<file path="config.mk">
export PLATFORM = sky130hd
export DESIGN_NAME = fpu_arbiter_flat
export DESIGN_NICKNAME = d
export VERILOG_FILES = /design/src/rtl/fpu_arbiter_if.sv /design/src/rtl/fpu_arbiter.sv /design/src/flat_wrapper.sv
export SDC_FILE = /design/constraint.sdc
export NUM_CORES = 1
export LEC_CHECK = 0
export ABC_AREA = 1
export BUFFER_PORTS_ARGS = -buffer_cell sky130_fd_sc_hd__buf_2
export CAP_MARGIN = 0
export CELL_PAD_IN_SITES_DETAIL_PLACEMENT = 1
export CELL_PAD_IN_SITES_GLOBAL_PLACEMENT = 1
export CORE_MARGIN = 8
export CORE_UTILIZATION = 28
export DETAILED_ROUTE_END_ITERATION = 10
export PLACE_DENSITY = 0.83
export SKIP_CTS_REPAIR_TIMING = 1
export SLEW_MARGIN = 20
export SYNTH_ARGS = -nofsm -noshare
export SYNTH_HDL_FRONTEND = slang
export SYNTH_SLANG_ARGS = --single-unit
export TNS_END_PERCENT = 20
</file>
<file path="constraint.sdc">
create_clock -name clock -period 2.11 [get_ports clock]
set_clock_uncertainty 0.1 [all_clocks]
set_input_delay 0.422 -clock clock [delete_from_list [all_inputs] [get_ports clock]]
set_output_delay 0.422 -clock clock [all_outputs]
set_load 0.02 [all_outputs]
</file>
<file path="src/rtl/fpu_arbiter_if.sv">
// Client and fpu-side signals of the fpu arbiter. The arbiter takes the slave
// modport; the clients plus the fpu together form the master side.
interface fpu_arbiter_if #(
  parameter int unsigned bitness    = 32,
  parameter int unsigned REQUESTERS = 4
);
  logic [REQUESTERS-1:0]         req_valid;
  logic [REQUESTERS-1:0]         req_ack;
  logic [REQUESTERS*bitness-1:0] req_data_a;
  logic [REQUESTERS*bitness-1:0] req_data_b;
  logic [REQUESTERS*4-1:0]       req_op;
  logic [REQUESTERS-1:0]         rsp_valid;
  logic [REQUESTERS-1:0]         rsp_ack;
  logic [bitness-1:0]            rsp_result;
  logic                          rsp_error;
  logic                          fpu_input_rdy;
  logic                          fpu_input_ack;
  logic                          fpu_output_rdy;
  logic                          fpu_output_ack;
  logic [bitness-1:0]            fpu_data_a;
  logic [bitness-1:0]            fpu_data_b;
  logic [3:0]                    fpu_operation;
  logic [bitness-1:0]            fpu_result;
  logic                          fpu_flush;
  logic                          busy;

  modport slave (
    input  req_valid, req_data_a, req_data_b, req_op, rsp_ack,
           fpu_input_ack, fpu_output_rdy, fpu_result,
    output req_ack, rsp_valid, rsp_result, rsp_error, fpu_input_rdy, fpu_output_ack,
           fpu_data_a, fpu_data_b, fpu_operation, fpu_flush, busy
  );

  modport master (
    output req_valid, req_data_a, req_data_b, req_op, rsp_ack,
           fpu_input_ack, fpu_output_rdy, fpu_result,
    input  req_ack, rsp_valid, rsp_result, rsp_error, fpu_input_rdy, fpu_output_ack,
           fpu_data_a, fpu_data_b, fpu_operation, fpu_flush, busy
  );
endinterface

</file>
<file path="src/rtl/fpu_arbiter.sv">
// Round-robin arbiter sharing one fpu between REQUESTERS clients, with a
// watchdog that turns a hung fpu transaction into an error response.
module fpu_arbiter #(
   parameter int unsigned bitness    = 32,
   parameter int unsigned REQUESTERS = 4,
   parameter int unsigned TIMEOUT    = 64
) (
   input logic           clock,
   input logic           reset,
   fpu_arbiter_if.slave  bus
);
   localparam int unsigned IdxW   = (REQUESTERS > 1) ? $clog2(REQUESTERS) : 1;
   localparam int unsigned TimerW = $clog2(TIMEOUT + 1);
   localparam logic [bitness-1:0] AbortResult = {1'b0, {(bitness - 1){1'b1}}};

   typedef enum logic [2:0] {
      StIdle, StIssue, StWaitResult, StAckFpu, StRespond, StAbort
   } state_e;

   state_e              state_q, state_d;
   logic [IdxW-1:0]     idx_q, idx_d;
   logic [IdxW-1:0]     last_q, last_d;
   logic [bitness-1:0]  a_q, a_d;
   logic [bitness-1:0]  b_q, b_d;
   logic [3:0]          op_q, op_d;
   logic [bitness-1:0]  result_q, result_d;
   logic                error_q, error_d;
   logic [TimerW-1:0]   timer_q, timer_d;
   logic                first_q, first_d;

   logic [bitness-1:0]  req_a [REQUESTERS];
   logic [bitness-1:0]  req_b [REQUESTERS];
   logic [3:0]          req_o [REQUESTERS];

   for (genvar g = 0; g < REQUESTERS; g++) begin : g_unpack
      assign req_a[g] = bus.req_data_a[g*bitness +: bitness];
      assign req_b[g] = bus.req_data_b[g*bitness +: bitness];
      assign req_o[g] = bus.req_op[g*4 +: 4];
   end

   logic            pick_valid;
   logic [IdxW-1:0] pick_idx;
   logic [IdxW-1:0] cand_idx;

   // Search starts one past the last served client so every requester is reached.
   always_comb begin
      pick_valid = 1'b0;
      pick_idx   = '0;
      cand_idx   = '0;
      for (int unsigned i = 1; i <= REQUESTERS; i++) begin
         cand_idx = IdxW'((32'(last_q) + i) % REQUESTERS);
         if (!pick_valid && bus.req_valid[cand_idx]) begin
            pick_valid = 1'b1;
            pick_idx   = cand_idx;
         end
      end
   end

   logic timer_expired;
   assign timer_expired = (timer_q == TimerW'(TIMEOUT - 1));

   always_comb begin
      state_d  = state_q;
      idx_d    = idx_q;
      last_d   = last_q;
      a_d      = a_q;
      b_d      = b_q;
      op_d     = op_q;
      result_d = result_q;
      error_d  = error_q;
      timer_d  = timer_q;
      first_d  = 1'b0;
      case (state_q)
         StIdle: begin
            if (pick_valid) begin
               idx_d   = pick_idx;
               a_d     = req_a[pick_idx];
               b_d     = req_b[pick_idx];
               op_d    = req_o[pick_idx];
               timer_d = '0;
               first_d = 1'b1;
               state_d = StIssue;
            end
         end
         StIssue: begin
            timer_d = timer_q + TimerW'(1);
            if (bus.fpu_input_ack) begin
               state_d = StWaitResult;
            end else if (timer_expired) begin
               result_d = AbortResult;
               error_d  = 1'b1;
               state_d  = StAbort;
            end
         end
         StWaitResult: begin
            timer_d = timer_q + TimerW'(1);
            if (bus.fpu_output_rdy) begin
               result_d = bus.fpu_result;
               error_d  = 1'b0;
               state_d  = StAckFpu;
            end else if (timer_expired) begin
               result_d = AbortResult;
               error_d  = 1'b1;
               state_d  = StAbort;
            end
         end
         StAckFpu: state_d = StRespond;
         StAbort:  state_d = StRespond;
         StRespond: begin
            if (bus.rsp_ack[idx_q]) begin
               last_d  = idx_q;
               state_d = StIdle;
            end
         end
         default: state_d = StIdle;
      endcase
   end

   always_ff @(posedge clock) begin
      if (reset) begin
         state_q  <= StIdle;
         idx_q    <= '0;
         last_q   <= IdxW'(REQUESTERS - 1);
         a_q      <= '0;
         b_q      <= '0;
         op_q     <= '0;
         result_q <= '0;
         error_q  <= 1'b0;
         timer_q  <= '0;
         first_q  <= 1'b0;
      end else begin
         state_q  <= state_d;
         idx_q    <= idx_d;
         last_q   <= last_d;
         a_q      <= a_d;
         b_q      <= b_d;
         op_q     <= op_d;
         result_q <= result_d;
         error_q  <= error_d;
         timer_q  <= timer_d;
         first_q  <= first_d;
      end
   end

   // Every output is decoded from registered state only.
   logic [REQUESTERS-1:0] idx_onehot;
   assign idx_onehot = {{(REQUESTERS - 1){1'b0}}, 1'b1} << idx_q;

   assign bus.req_ack        = (state_q == StIssue && first_q) ? idx_onehot : '0;
   assign bus.rsp_valid      = (state_q == StRespond) ? idx_onehot : '0;
   assign bus.rsp_result     = result_q;
   assign bus.rsp_error      = error_q;
   assign bus.fpu_input_rdy  = (state_q == StIssue);
   assign bus.fpu_output_ack = (state_q == StAckFpu);
   assign bus.fpu_flush      = (state_q == StAbort);
   assign bus.fpu_data_a     = a_q;
   assign bus.fpu_data_b     = b_q;
   assign bus.fpu_operation  = op_q;
   assign bus.busy           = (state_q != StIdle);
endmodule

</file>
<file path="src/flat_wrapper.sv">
// flat-port wrapper written by rule: the top's interface ports become plain ports
module fpu_arbiter_flat 
#(
   parameter int unsigned bitness    = 32,
   parameter int unsigned REQUESTERS = 4,
   parameter int unsigned TIMEOUT    = 64
)
  (clock, reset, bus_req_valid, bus_req_data_a, bus_req_data_b, bus_req_op, bus_rsp_ack, bus_fpu_input_ack, bus_fpu_output_rdy, bus_fpu_result, bus_req_ack, bus_rsp_valid, bus_rsp_result, bus_rsp_error, bus_fpu_input_rdy, bus_fpu_output_ack, bus_fpu_data_a, bus_fpu_data_b, bus_fpu_operation, bus_fpu_flush, bus_busy);
  fpu_arbiter_if #(.bitness(bitness), .REQUESTERS(REQUESTERS)) bus_i ();
  input logic clock;
  input logic reset;
  input wire logic [$bits(bus_i.req_valid)-1:0] bus_req_valid;
  input wire logic [$bits(bus_i.req_data_a)-1:0] bus_req_data_a;
  input wire logic [$bits(bus_i.req_data_b)-1:0] bus_req_data_b;
  input wire logic [$bits(bus_i.req_op)-1:0] bus_req_op;
  input wire logic [$bits(bus_i.rsp_ack)-1:0] bus_rsp_ack;
  input wire logic [$bits(bus_i.fpu_input_ack)-1:0] bus_fpu_input_ack;
  input wire logic [$bits(bus_i.fpu_output_rdy)-1:0] bus_fpu_output_rdy;
  input wire logic [$bits(bus_i.fpu_result)-1:0] bus_fpu_result;
  output wire logic [$bits(bus_i.req_ack)-1:0] bus_req_ack;
  output wire logic [$bits(bus_i.rsp_valid)-1:0] bus_rsp_valid;
  output wire logic [$bits(bus_i.rsp_result)-1:0] bus_rsp_result;
  output wire logic [$bits(bus_i.rsp_error)-1:0] bus_rsp_error;
  output wire logic [$bits(bus_i.fpu_input_rdy)-1:0] bus_fpu_input_rdy;
  output wire logic [$bits(bus_i.fpu_output_ack)-1:0] bus_fpu_output_ack;
  output wire logic [$bits(bus_i.fpu_data_a)-1:0] bus_fpu_data_a;
  output wire logic [$bits(bus_i.fpu_data_b)-1:0] bus_fpu_data_b;
  output wire logic [$bits(bus_i.fpu_operation)-1:0] bus_fpu_operation;
  output wire logic [$bits(bus_i.fpu_flush)-1:0] bus_fpu_flush;
  output wire logic [$bits(bus_i.busy)-1:0] bus_busy;
  assign bus_i.req_valid = bus_req_valid;
  assign bus_i.req_data_a = bus_req_data_a;
  assign bus_i.req_data_b = bus_req_data_b;
  assign bus_i.req_op = bus_req_op;
  assign bus_i.rsp_ack = bus_rsp_ack;
  assign bus_i.fpu_input_ack = bus_fpu_input_ack;
  assign bus_i.fpu_output_rdy = bus_fpu_output_rdy;
  assign bus_i.fpu_result = bus_fpu_result;
  assign bus_req_ack = bus_i.req_ack;
  assign bus_rsp_valid = bus_i.rsp_valid;
  assign bus_rsp_result = bus_i.rsp_result;
  assign bus_rsp_error = bus_i.rsp_error;
  assign bus_fpu_input_rdy = bus_i.fpu_input_rdy;
  assign bus_fpu_output_ack = bus_i.fpu_output_ack;
  assign bus_fpu_data_a = bus_i.fpu_data_a;
  assign bus_fpu_data_b = bus_i.fpu_data_b;
  assign bus_fpu_operation = bus_i.fpu_operation;
  assign bus_fpu_flush = bus_i.fpu_flush;
  assign bus_busy = bus_i.busy;
  fpu_arbiter #(.bitness(bitness), .REQUESTERS(REQUESTERS), .TIMEOUT(TIMEOUT)) u_core (.clock(clock), .reset(reset), .bus(bus_i));
endmodule
</file>
* After elaboration in Yosys (flattened, before gate mapping) *
Cells that the tools add are included.
Widths: inputs -> output; s select.

storage, ports and cells
  register bits after elaboration = 116
  output and inout bits = 113
  logic and storage cells = 98

operators by class
  add/sub/neg operators = 5
  magnitude comparators = 6
  equal/unequal tests = 9
  shift-type cells = 1
  muxes and demuxes = 46
  bitwise operators = 2
  reductions and logical operators = 19

operators by type and width
  operator             number
  $mux 32              7
  $bmux 32 s2          2
  $pmux 32 s2          1
  $mux 4               4
  $lt 2x3->1 const B   5
  $mux 3               5
  $pmux 3 s5           1
  $pmux 7 s2           1
  $mux 1               13
  $bmux 1 s2           5
  $reduce_and 2->1     5
  $bmux 4 s2           1
  $mux 2               4
  $add 7x1->7 const B  1
  $eq 7x6->1 const B   1
  $mux 7               1
  $eq 3x2->1 const B   2
  $eq 3x3->1 const B   2
  $reduce_or 2->1      3
  $add 2x1->2 const B  2
  $add 2x2->2 const B  2
  $logic_and 1x1->1    4
  $ne 2x1->1 const B   2
  $reduce_bool 2->1    2
  other kinds (10)     12

* Depth between registers and ports, before layout *
Gate-level depths: netlist of the first run.

  word-level depth = 17
  gate-level depth with buffers = 17
  gate-level depth less buffers = 15

* Least setup slack after synthesis of the first run *
No wires, ideal clock.

  path type = reg-to-reg
  from = register u_core.last_q[0]
  to = register u_core.a_q[10], in the netlist u_core.bus.fpu_data_a[10]
  arrival time = 1.629 ns
  data required time = 1.901 ns
  setup slack = 0.272 ns
  stages on the path, launching flop included = 18
  path buffers = 3
  clock period less this slack = 1.838 ns
  cells stage by stage = dfxtp_1 -> buf_4 -> inv_4 -> nand2_1 -> nand2_1 -> nand2_2 -> nand2_2 -> inv_1 -> nand2_1 -> nand2_1 -> nand2_1 -> buf_4 -> buf_2 -> nand3_1 -> nand3_1 -> nand3_1 -> nand2_1 -> inv_1

on the way
  cells in the longest elaborated chain, start to end = 17
  elaborated cells between the ends (all ways) = 31
  classes of those cells = add/sub: 4; mux: 19; bitwise: 1; reduce/logical: 7

ends and longest elaborated chain
  item                                        RTL line            text
  from (decl)                                 fpu_arbiter.sv:22   logic [IdxW-1:0] last_q, last_d;
  from (signal assigned)                      fpu_arbiter.sv:123  last_q <= IdxW'(REQUESTERS - 1);
  from (signal assigned)                      fpu_arbiter.sv:134  last_q <= last_d;
  $add 2x1->2                                 fpu_arbiter.sv:51   cand_idx = IdxW'((32'(last_q) + i) % REQUESTERS);
  $bmux 1 s2                                  fpu_arbiter.sv:52   if (!pick_valid && bus.req_valid[cand_idx]) begin
  $mux 1 (not written as such)                fpu_arbiter.sv:52
  $mux 1                                      fpu_arbiter.sv:52
  $logic_not 1->1                             fpu_arbiter.sv:52
  $logic_and 1x1->1                           fpu_arbiter.sv:52
  $mux 1                                      fpu_arbiter.sv:52
  $logic_not 1->1                             fpu_arbiter.sv:52
  $logic_and 1x1->1                           fpu_arbiter.sv:52
  $mux 1                                      fpu_arbiter.sv:52
  $logic_not 1->1                             fpu_arbiter.sv:52
  $logic_and 1x1->1                           fpu_arbiter.sv:52
  $mux 2                                      fpu_arbiter.sv:52
  $not 2->3 (not written as such)             fpu_arbiter.sv:77   a_d = req_a[pick_idx];
  $bmux 32 s2                                 fpu_arbiter.sv:77
  $mux 32 (not written as such) (2 in a row)  fpu_arbiter.sv:77
  to (signal assigned)                        fpu_arbiter.sv:124  a_q <= '0;
  to (signal assigned)                        fpu_arbiter.sv:135  a_q <= a_d;
  to (decl)                                   fpu_arbiter.sv:23   logic [bitness-1:0] a_q, a_d;

Parallel ways exist; a longest one is shown, timed or not. The select of a mux whose other input is x is not followed.
A chain may end at the register's enable or synchronous reset.

* Worst setup path in the final report of the first run *
  from = register u_core.last_q[0]
  to = register u_core.b_q[8], in the netlist u_core.bus.fpu_data_b[8]

on the way
  cells in the longest elaborated chain, start to end = 17
  elaborated cells between the ends (all ways) = 31
  classes of those cells = add/sub: 4; mux: 19; bitwise: 1; reduce/logical: 7

ends and longest elaborated chain
  item                                        RTL line            text
  $add 2x1->2                                 fpu_arbiter.sv:51
  $bmux 1 s2                                  fpu_arbiter.sv:52
  $mux 1 (not written as such)                fpu_arbiter.sv:52
  $mux 1                                      fpu_arbiter.sv:52
  $logic_not 1->1                             fpu_arbiter.sv:52
  $logic_and 1x1->1                           fpu_arbiter.sv:52
  $mux 1                                      fpu_arbiter.sv:52
  $logic_not 1->1                             fpu_arbiter.sv:52
  $logic_and 1x1->1                           fpu_arbiter.sv:52
  $mux 1                                      fpu_arbiter.sv:52
  $logic_not 1->1                             fpu_arbiter.sv:52
  $logic_and 1x1->1                           fpu_arbiter.sv:52
  $mux 2                                      fpu_arbiter.sv:52
  $not 2->3 (not written as such)             fpu_arbiter.sv:78   b_d = req_b[pick_idx];
  $bmux 32 s2                                 fpu_arbiter.sv:78
  $mux 32 (not written as such) (2 in a row)  fpu_arbiter.sv:78
  to (signal assigned)                        fpu_arbiter.sv:125  b_q <= '0;
  to (signal assigned)                        fpu_arbiter.sv:136  b_q <= b_d;
  to (decl)                                   fpu_arbiter.sv:24   logic [bitness-1:0] b_q, b_d;

Parallel ways exist; a longest one is shown, timed or not. The select of a mux whose other input is x is not followed.

==> results.txt, run 1 <==
The run gives 0 as the number of remaining DRC errors. After the last flow step, the layout net total stands at 1883. The post-route clock period utilization is 1.04, and the final count of pins violating max slew is 0.

The H-tree was split into 4 levels. The tree is rooted in a sky130_fd_sc_hd__clkbuf_16. The core region is 24200 um2. The number of core rows was 57; the arrival time at the worst endpoint was 2400 ps. The clock-pin transition on the worst setup and hold timing paths was 60 ps; the post-synthesis area per instance was 6.23 um2. The detailed placer's ending HPWL was 28100 um; the cell area after synthesis was 6910 um2. The critical path goes through buf_8 -> nand2_2 -> nand2_2 -> nand2_2 -> nand2_4 -> inv_4 -> nand2_2 -> nand2_2 -> nand2_4 -> nand2_8 -> clkbuf_16 -> buf_6 -> nand2_1 -> nand3_1 -> nand3_1 -> nand2_1. Clock tree synthesis found a total of 116 sinks. After detailed routing, the total wire length is 41300 um. The chip height was 173 um; the via total after detailed routing was 9906. The via count of the first global-routing pass is 9608.

For the initial antenna violation count, the log shows 19. Setup violations remaining at the end of the flow were counted as 13. VDD sags by at most 0.458 mV. The number of primary I/O pins was 429; the final core utilization was 0.477. The die covers 30000 um2. The sequential element share of the synthesized area came out at 0.336. Counting every net in the synthesized netlist gives 1427. In this run the deepest clock path goes through 2 buffers. In this design, the stage delay of the slowest critical-path cell is 390 ps.

Setup repair after global routing could not meet its margin everywhere. The transition at the pin with the smallest max-transition slack is 359 ps. The total leakage power is 6.39 nW.

Subtracting the final worst setup slack from the clock period gives 2190 ps. The run gives 17 as the TritonCTS buffer count. Layout-stage area growth over the synthesis result: 67.3%. For the worst setup path, the data required time is 2320 ps. Adding up every negative setup slack in the final design gives -233 ps. The startpoint class of the critical path was a flop. The tools report the type of element capturing the critical path as a flop. For this run, the number of Yosys warnings is 0.

The synthesized netlist contains 32 unique library cells. The leftover overflow at the end of global routing is 0. The number of register bits inferred by synthesis came out at 116.

The standard cell with the maximum stage delay on the critical path was sky130_fd_sc_hd__dfxtp_4. The number of iterations in the first detailed-routing pass is 5. For the total routing usage reported by global routing, the log shows 0.224. The count of endpoints failing hold in the final timing report is 0. Timing would allow up to 0.456 GHz. The run gives 410 ps as the clock latency on the worst-skew pair. The number of buffers inserted by port buffering works out to 428. In this run the worst path has a maximum fanout of 7.

The cell count after synthesis came out at 1110. The final reports fail on setup timing. Entering global routing, the biggest net connects 62 pins. The library cell appearing most often on the critical path is sky130_fd_sc_hd__nand2_2.

The run gives 0 as the remaining antenna violation count after routing. The run finished, with violations left. In the final routed layout, each cell accounts on average for 21.5 um. The setup slack of the critical path after layout was -83.8 ps; the width of the die was 173 um. Dividing total power by cell area gives a power density of 1230 nW/um2. After the first detailed-routing iteration, the DRC count stood at 719. In the layout the commonest cells are sky130_fd_sc_hd__buf_2 (422), sky130_fd_sc_hd__nand3_1 (303), sky130_fd_sc_hd__nand2_1 (274). The share of cells above drive strength 1 was 0.426. The most common library cell in the layout ignoring fill and taps was sky130_fd_sc_hd__buf_2. TritonCTS built the clock tree.

After detailed routing, the number of vias per cell comes to 5.16. The critical path in this run is classified as flop to flop. The run gives 0.905 as the weighted congestion reported at the end of routability-driven placement.

In this run the worst hold path is classified as primary input to flop. The run gives 0.285 as the effective utilization at floorplan. For the first-pass GRT wire length, the log shows 54000 um. The reported max-cap violation count was 0; the remaining max-slew budget at the tightest pin was 0.761.
## worst max-delay path, delay by kind of cell, from the launching register on
kind / cells / cell delay, ps
buf+inv: 4 / 520
flops: 1 / 390
simple gates: 12 / 1050
## synthesized netlist by cell type
cell type                  count  area (um2)
sky130_fd_sc_hd__inv_1       116         435
sky130_fd_sc_hd__nand2_1     314        1180
sky130_fd_sc_hd__a22oi_1       1        7.51
sky130_fd_sc_hd__and2_1        1        6.26
sky130_fd_sc_hd__dfxtp_1     116        2320
sky130_fd_sc_hd__ha_1          1        12.5
sky130_fd_sc_hd__nand3_1     350        1750
sky130_fd_sc_hd__nand4_1       2        12.5
sky130_fd_sc_hd__buf_1         2        7.51
sky130_fd_sc_hd__clkbuf_1     12        45.0
sky130_fd_sc_hd__xor2_1        1        8.76
sky130_fd_sc_hd__nand3_2       1        10.0
sky130_fd_sc_hd__a211oi_1      1        7.51
sky130_fd_sc_hd__o221ai_1     31         272
sky130_fd_sc_hd__o21bai_1      1        7.51
sky130_fd_sc_hd__a21oi_1       6        30.0
sky130_fd_sc_hd__inv_2         5        18.8
sky130_fd_sc_hd__nor2_4        1        11.3
sky130_fd_sc_hd__buf_6         8        90.1
sky130_fd_sc_hd__buf_4         8        60.1
sky130_fd_sc_hd__nor2_2        2        12.5
sky130_fd_sc_hd__inv_4         1        6.26
sky130_fd_sc_hd__buf_2        55         275
sky130_fd_sc_hd__o21ai_1       3        15.0
sky130_fd_sc_hd__a221oi_1      1        8.76
sky130_fd_sc_hd__nand2_2       4        25.0
sky130_fd_sc_hd__nor2_1       52         195
sky130_fd_sc_hd__nor4_1        1        6.26
sky130_fd_sc_hd__nor3_1        5        25.0
sky130_fd_sc_hd__clkinv_1      1        3.75
sky130_fd_sc_hd__o21ai_0       4        20.0
sky130_fd_sc_hd__o211ai_1      3        22.5
## sequential cells by signal, summed over array words and instances, names as in the netlist, 2 cells and up
name                      count
u_core.timer_q                7
u_core.bus.fpu_data_a        32
u_core.bus.fpu_data_b        32
u_core.last_q                 2
u_core.state_q                3
u_core.bus.rsp_result        32
u_core.bus.fpu_operation      4
u_core.idx_q                  2
## kinds of logic (layout without fill, tap and decap cells)
kind of cell / after synthesis / count (layout) / synth area share
AND/OR/NAND/NOR: 733 / 733 / 0.468
AO/OA/AOI/OAI: 51 / 51 / 0.0565
buffers and inverters: 208 / 676 / 0.136
XOR/XNOR: 1 / 1 / 0.00127
other: 0 / 19 / 0
adder cells (fa/ha/maj): 1 / 1 / 0.00181
flip-flops: 116 / 116 / 0.336
## per-stage QoR
step	area (um2)	setup WS, ps	std cells	hold slack, ps	total power, mW
3_5_place_dp	9700	-100	1833	336	9.83
4_1_cts	10300	-141	1864	154	12.7
2_1_floorplan	6910	272	1110	344	7.18
3_3_place_gp	9700	-13.0	1833	333	9.68
5_1_grt	11600	-166	1921	177	15.0
6_report	11600	-83.8	1921	177	14.2
## where the power goes
group	total, mW	switching [mW]	internal [mW]
Combinational	8.02	4.90	3.12
Sequential	3.36	0.442	2.92
Clock	2.83	1.09	1.73
## routing by layer
metal,vias up,GRT usage,wire (um)
met5,-,0,11
met4,2,0.0805,1420
li1,4576,-,-
met1,4780,0.244,15700
met2,454,0.402,21000
met3,94,0.0721,3210
## path summary, 6_finish.rpt
path                                                          endpoint  slack, ps                                  start  cells after the start
worst max register to register   u_core.bus.fpu_data_b[8]$_SDFFE_PP0P_        -80          u_core.last_q[0]$_SDFFE_PP1P_                     16
worst max-delay path             u_core.bus.fpu_data_b[8]$_SDFFE_PP0P_        -80          u_core.last_q[0]$_SDFFE_PP1P_                     16
worst min-delay path            u_core.bus.rsp_result[24]$_SDFFE_PP0P_        180                     bus_fpu_result[24]                      3
worst min register to register   u_core.bus.fpu_data_b[2]$_SDFFE_PP0P_        350  u_core.bus.fpu_data_b[2]$_SDFFE_PP0P_                      2
## cell type report
cell class / instances / area (um2)
Antenna cell: 19 / 47.5
Clock buffer: 23 / 488
Clock inverter: 8 / 76.3
Fill cell: 3222 / 12700
Inverter: 123 / 492
Multi-Input combinational cell: 786 / 4120
Sequential cell: 116 / 2330
Tap cell: 324 / 405
Timing Repair Buffer: 521 / 3590
Timing Repair inverter: 1 / 11.3
Note: power is estimated with default switching activity, not from simulation.
==> run 2, diff against run 1 <==
Settings changed: PLACE_DENSITY 0.83 to default, PLACE_DENSITY_LB_ADDON from default to 0.08.
==> run 2 against run 1 <==
  * The flow still finishes with violations (setup timing)
  * Maximum frequency is 1.5% higher
  * Via count down 4.6%
  * Non-clock buffer count down 13
  * Critical path depth is the same
  * Final cell count down 1.0%
  * First-iteration DRC count fell by 17%
  * Worst setup slack improved by 32 ps
  * Critical path type unchanged
  * Critical endpoint is now u_core.bus.fpu_data_a[31]$_SDFFE_PP0P_
  * Highest routed layer unchanged
==> results.txt, run 2 (same netlist as run 1, synthesis figures left out) <==
The flow ran to the end, but the final reports show violations. The final reports fail on setup timing. The floorplan step defined a die boundary enclosing 30000 um2. The initial antenna violation count was 13.

The effective utilization at floorplan is 0.285, and the cell count of the worst hold path is 3. The worst hold path belongs to the class primary input to flop. Of all nets on the critical path, the largest fanout is 6. Fill cells in the final layout number 3245. Summed over all cells, the static leakage comes to 6.35 nW.

For this run the aggregate overflow at the end of global routing stands at 0. The final count of pins violating max slew was 0; the overall power consumption was 14.0 mW. The arrival time at the worst endpoint is 2370 ps, and the post-route clock period utilization is 1.02. 429 I/O pins were placed. The reported max-cap violation count was 0; the placeable core region was 24200 um2.

In this run the register-to-register setup slack is -50 ps. The setup slack of the critical path after layout is -51.8 ps, and the TritonCTS buffer count is 17. The run gives -204 ps as the final-layout setup total negative slack. Final critical path time including I/O delays and setup: 2160 ps. The logs give 9399 for the via count of the first global-routing pass and 39600 um for the wire length reported by the detailed router. After clock tree synthesis, the clock-pin slew on the worst setup and hold paths is 70 ps. The run gives 2 as the number of buffers between clock root and the deepest sink.

The worst setup path is captured at a flop. The tools report the origin of the worst min-delay path as bus_fpu_result[31]. Port buffering added 428 buffers. The post-detailed-route wirelength per cell was 20.8 um; the remaining max-slew budget at the tightest pin was 0.756.

Setup violations remaining at the end of the flow were counted as 15. The detailed router placed 9448 vias in this run. The worst register-to-register path has a depth of 16. In this run the critical register-to-register path is launched from u_core.last_q[0]$_SDFFE_PP1P_. The number of remaining DRC errors came out at 0.

The tools report the worst-case hold path end point as u_core.bus.rsp_result[31]$_SDFFE_PP0P_. Routability-driven placement finished with a final weighted congestion of 0.827. In this run the number of H-tree levels came out at 4.

The total routing usage reported by global routing came out at 0.225. For the data required time of the worst path, the log shows 2320 ps. TritonCTS built the clock tree.

The maximum number of pins on one net before global-route repair was 66; the detailed router's first-iteration violation count was 594. Leaving out fill and tap cells, the most frequent cell in the layout is sky130_fd_sc_hd__buf_2. The start-to-end type of the worst setup path was flop to flop. The startpoint class of the critical path was a flop. After legalization and detailed placement, the total HPWL measured 27100 um. The root buffer cell chosen for the clock tree is sky130_fd_sc_hd__clkbuf_16. After floorplanning, the core was divided into 57 placement rows. For this run, the top clock speed supported by timing is 0.463 GHz. The tools report the worst slack on hold paths as 144 ps. After detailed routing, the number of vias per cell comes to 4.97.

The later pin in the worst-skew pair is clocked with a latency of 420 ps. The die is 173 um wide. The share of cells above drive strength 1 is 0.423. Summing all placed instances gives a cell area of 9590 um2. The first-pass GRT wire length was 54200 um; the remaining antenna violation count after routing was 0.

Setup repair after global routing could not meet its margin everywhere. The logs give 0 for the count of endpoints failing hold in the final timing report and 5 for the number of iterations in the first detailed-routing pass. The transition at the pin with the smallest max-transition slack was 366 ps; the layout-stage area growth over the synthesis result was 64.8%. The top cell types in the final layout, fill and taps aside, are sky130_fd_sc_hd__buf_2 (428), sky130_fd_sc_hd__nand3_1 (299), sky130_fd_sc_hd__nand2_1 (268). For this run, the post-layout net count is 1872. Power density relative to cell area: 1230 nW/um2. CTS saw 116 sinks.

The tools report the end of the worst register-to-register path as u_core.bus.fpu_data_a[31]$_SDFFE_PP0P_. The maximum vdd drop was 0.609 mV; the post-route cell area was 11400 um2. The die is 173 um tall.
## run 2: cell count changes in the layout (fill, tap and decap cells not counted), sizes merged
cell and change:
buf -9, bufinv -1, clkbuf -10, clkinv -1, diode -10, inv +8
nand2 +3
## run 2: power breakdown
part	total (mW)	switching (mW)	internal (mW)
logic	7.75	4.77	2.98
registers	3.35	0.434	2.91
clock network	2.90	1.33	1.58
total	14.0	6.53	7.47
## run 2: critical path: stages, from the launching register on
cell and delay, ps:
sky130_fd_sc_hd__dfxtp_4 400, sky130_fd_sc_hd__buf_6 140, sky130_fd_sc_hd__nand2_4 60, sky130_fd_sc_hd__nand2_4 80, sky130_fd_sc_hd__nand2_2 60, sky130_fd_sc_hd__nand2_2 70
sky130_fd_sc_hd__nand2_2 70, sky130_fd_sc_hd__nand2_2 90, sky130_fd_sc_hd__nand2_4 70, sky130_fd_sc_hd__nand2_8 110, sky130_fd_sc_hd__buf_12 170, sky130_fd_sc_hd__nand2_8 120
sky130_fd_sc_hd__clkbuf_16 200, sky130_fd_sc_hd__nand2_2 70, sky130_fd_sc_hd__nand3_2 70, sky130_fd_sc_hd__nand3_1 90, sky130_fd_sc_hd__nand2_1 60
## run 2: worst max path at each step
stage / slack (ps) / cells past startpoint / end / start
final: -50 / 16 / u_core.bus.fpu_data_a[31]$_SDFFE_PP0P_ / u_core.last_q[0]$_SDFFE_PP1P_
after global routing: -150 / 16 / u_core.bus.fpu_data_a[31]$_SDFFE_PP0P_ / u_core.last_q[0]$_SDFFE_PP1P_
after CTS: -160 / 13 / u_core.bus.fpu_data_a[16]$_SDFFE_PP0P_ / u_core.last_q[0]$_SDFFE_PP1P_
after detailed placement: -120 / 14 / u_core.bus.fpu_data_a[1]$_SDFFE_PP0P_ / u_core.last_q[0]$_SDFFE_PP1P_
after global placement: -70 / 13 / u_core.bus.fpu_data_a[20]$_SDFFE_PP0P_ / u_core.last_q[0]$_SDFFE_PP1P_
after floorplan: 270 / 17 / u_core.bus.fpu_data_a[10]$_SDFFE_PP0P_ / u_core.last_q[0]$_SDFFE_PP1P_
## run 2: stage by stage
stage | setup WS (ps) | utilization | instances
floorplan | 272 | - | 1110
global placement | -72.1 | 0.395 | 1820
detailed placement | -120 | 0.395 | 1820
CTS | -157 | 0.419 | 1852
global route | -152 | 0.470 | 1901
finish | -51.8 | 0.470 | 1901
## run 2: per-layer routing
metal / GRT usage / wire length [um]
met5: 0 / 38
met4: 0.0726 / 916
met3: 0.0647 / 2340
met2: 0.384 / 19700
met1: 0.267 / 16600
## run 2: cell type report
cell class,instances,area [um2],share of cell area
antenna,9,22.5,0.00198
clock buffer,17,425,0.0373
clock inverter,15,160,0.0141
inverter,123,477,0.0418
multi-input combinational,789,4190,0.368
sequential,116,2330,0.205
tap,324,405,0.0356
timing repair buffer,508,3380,0.297
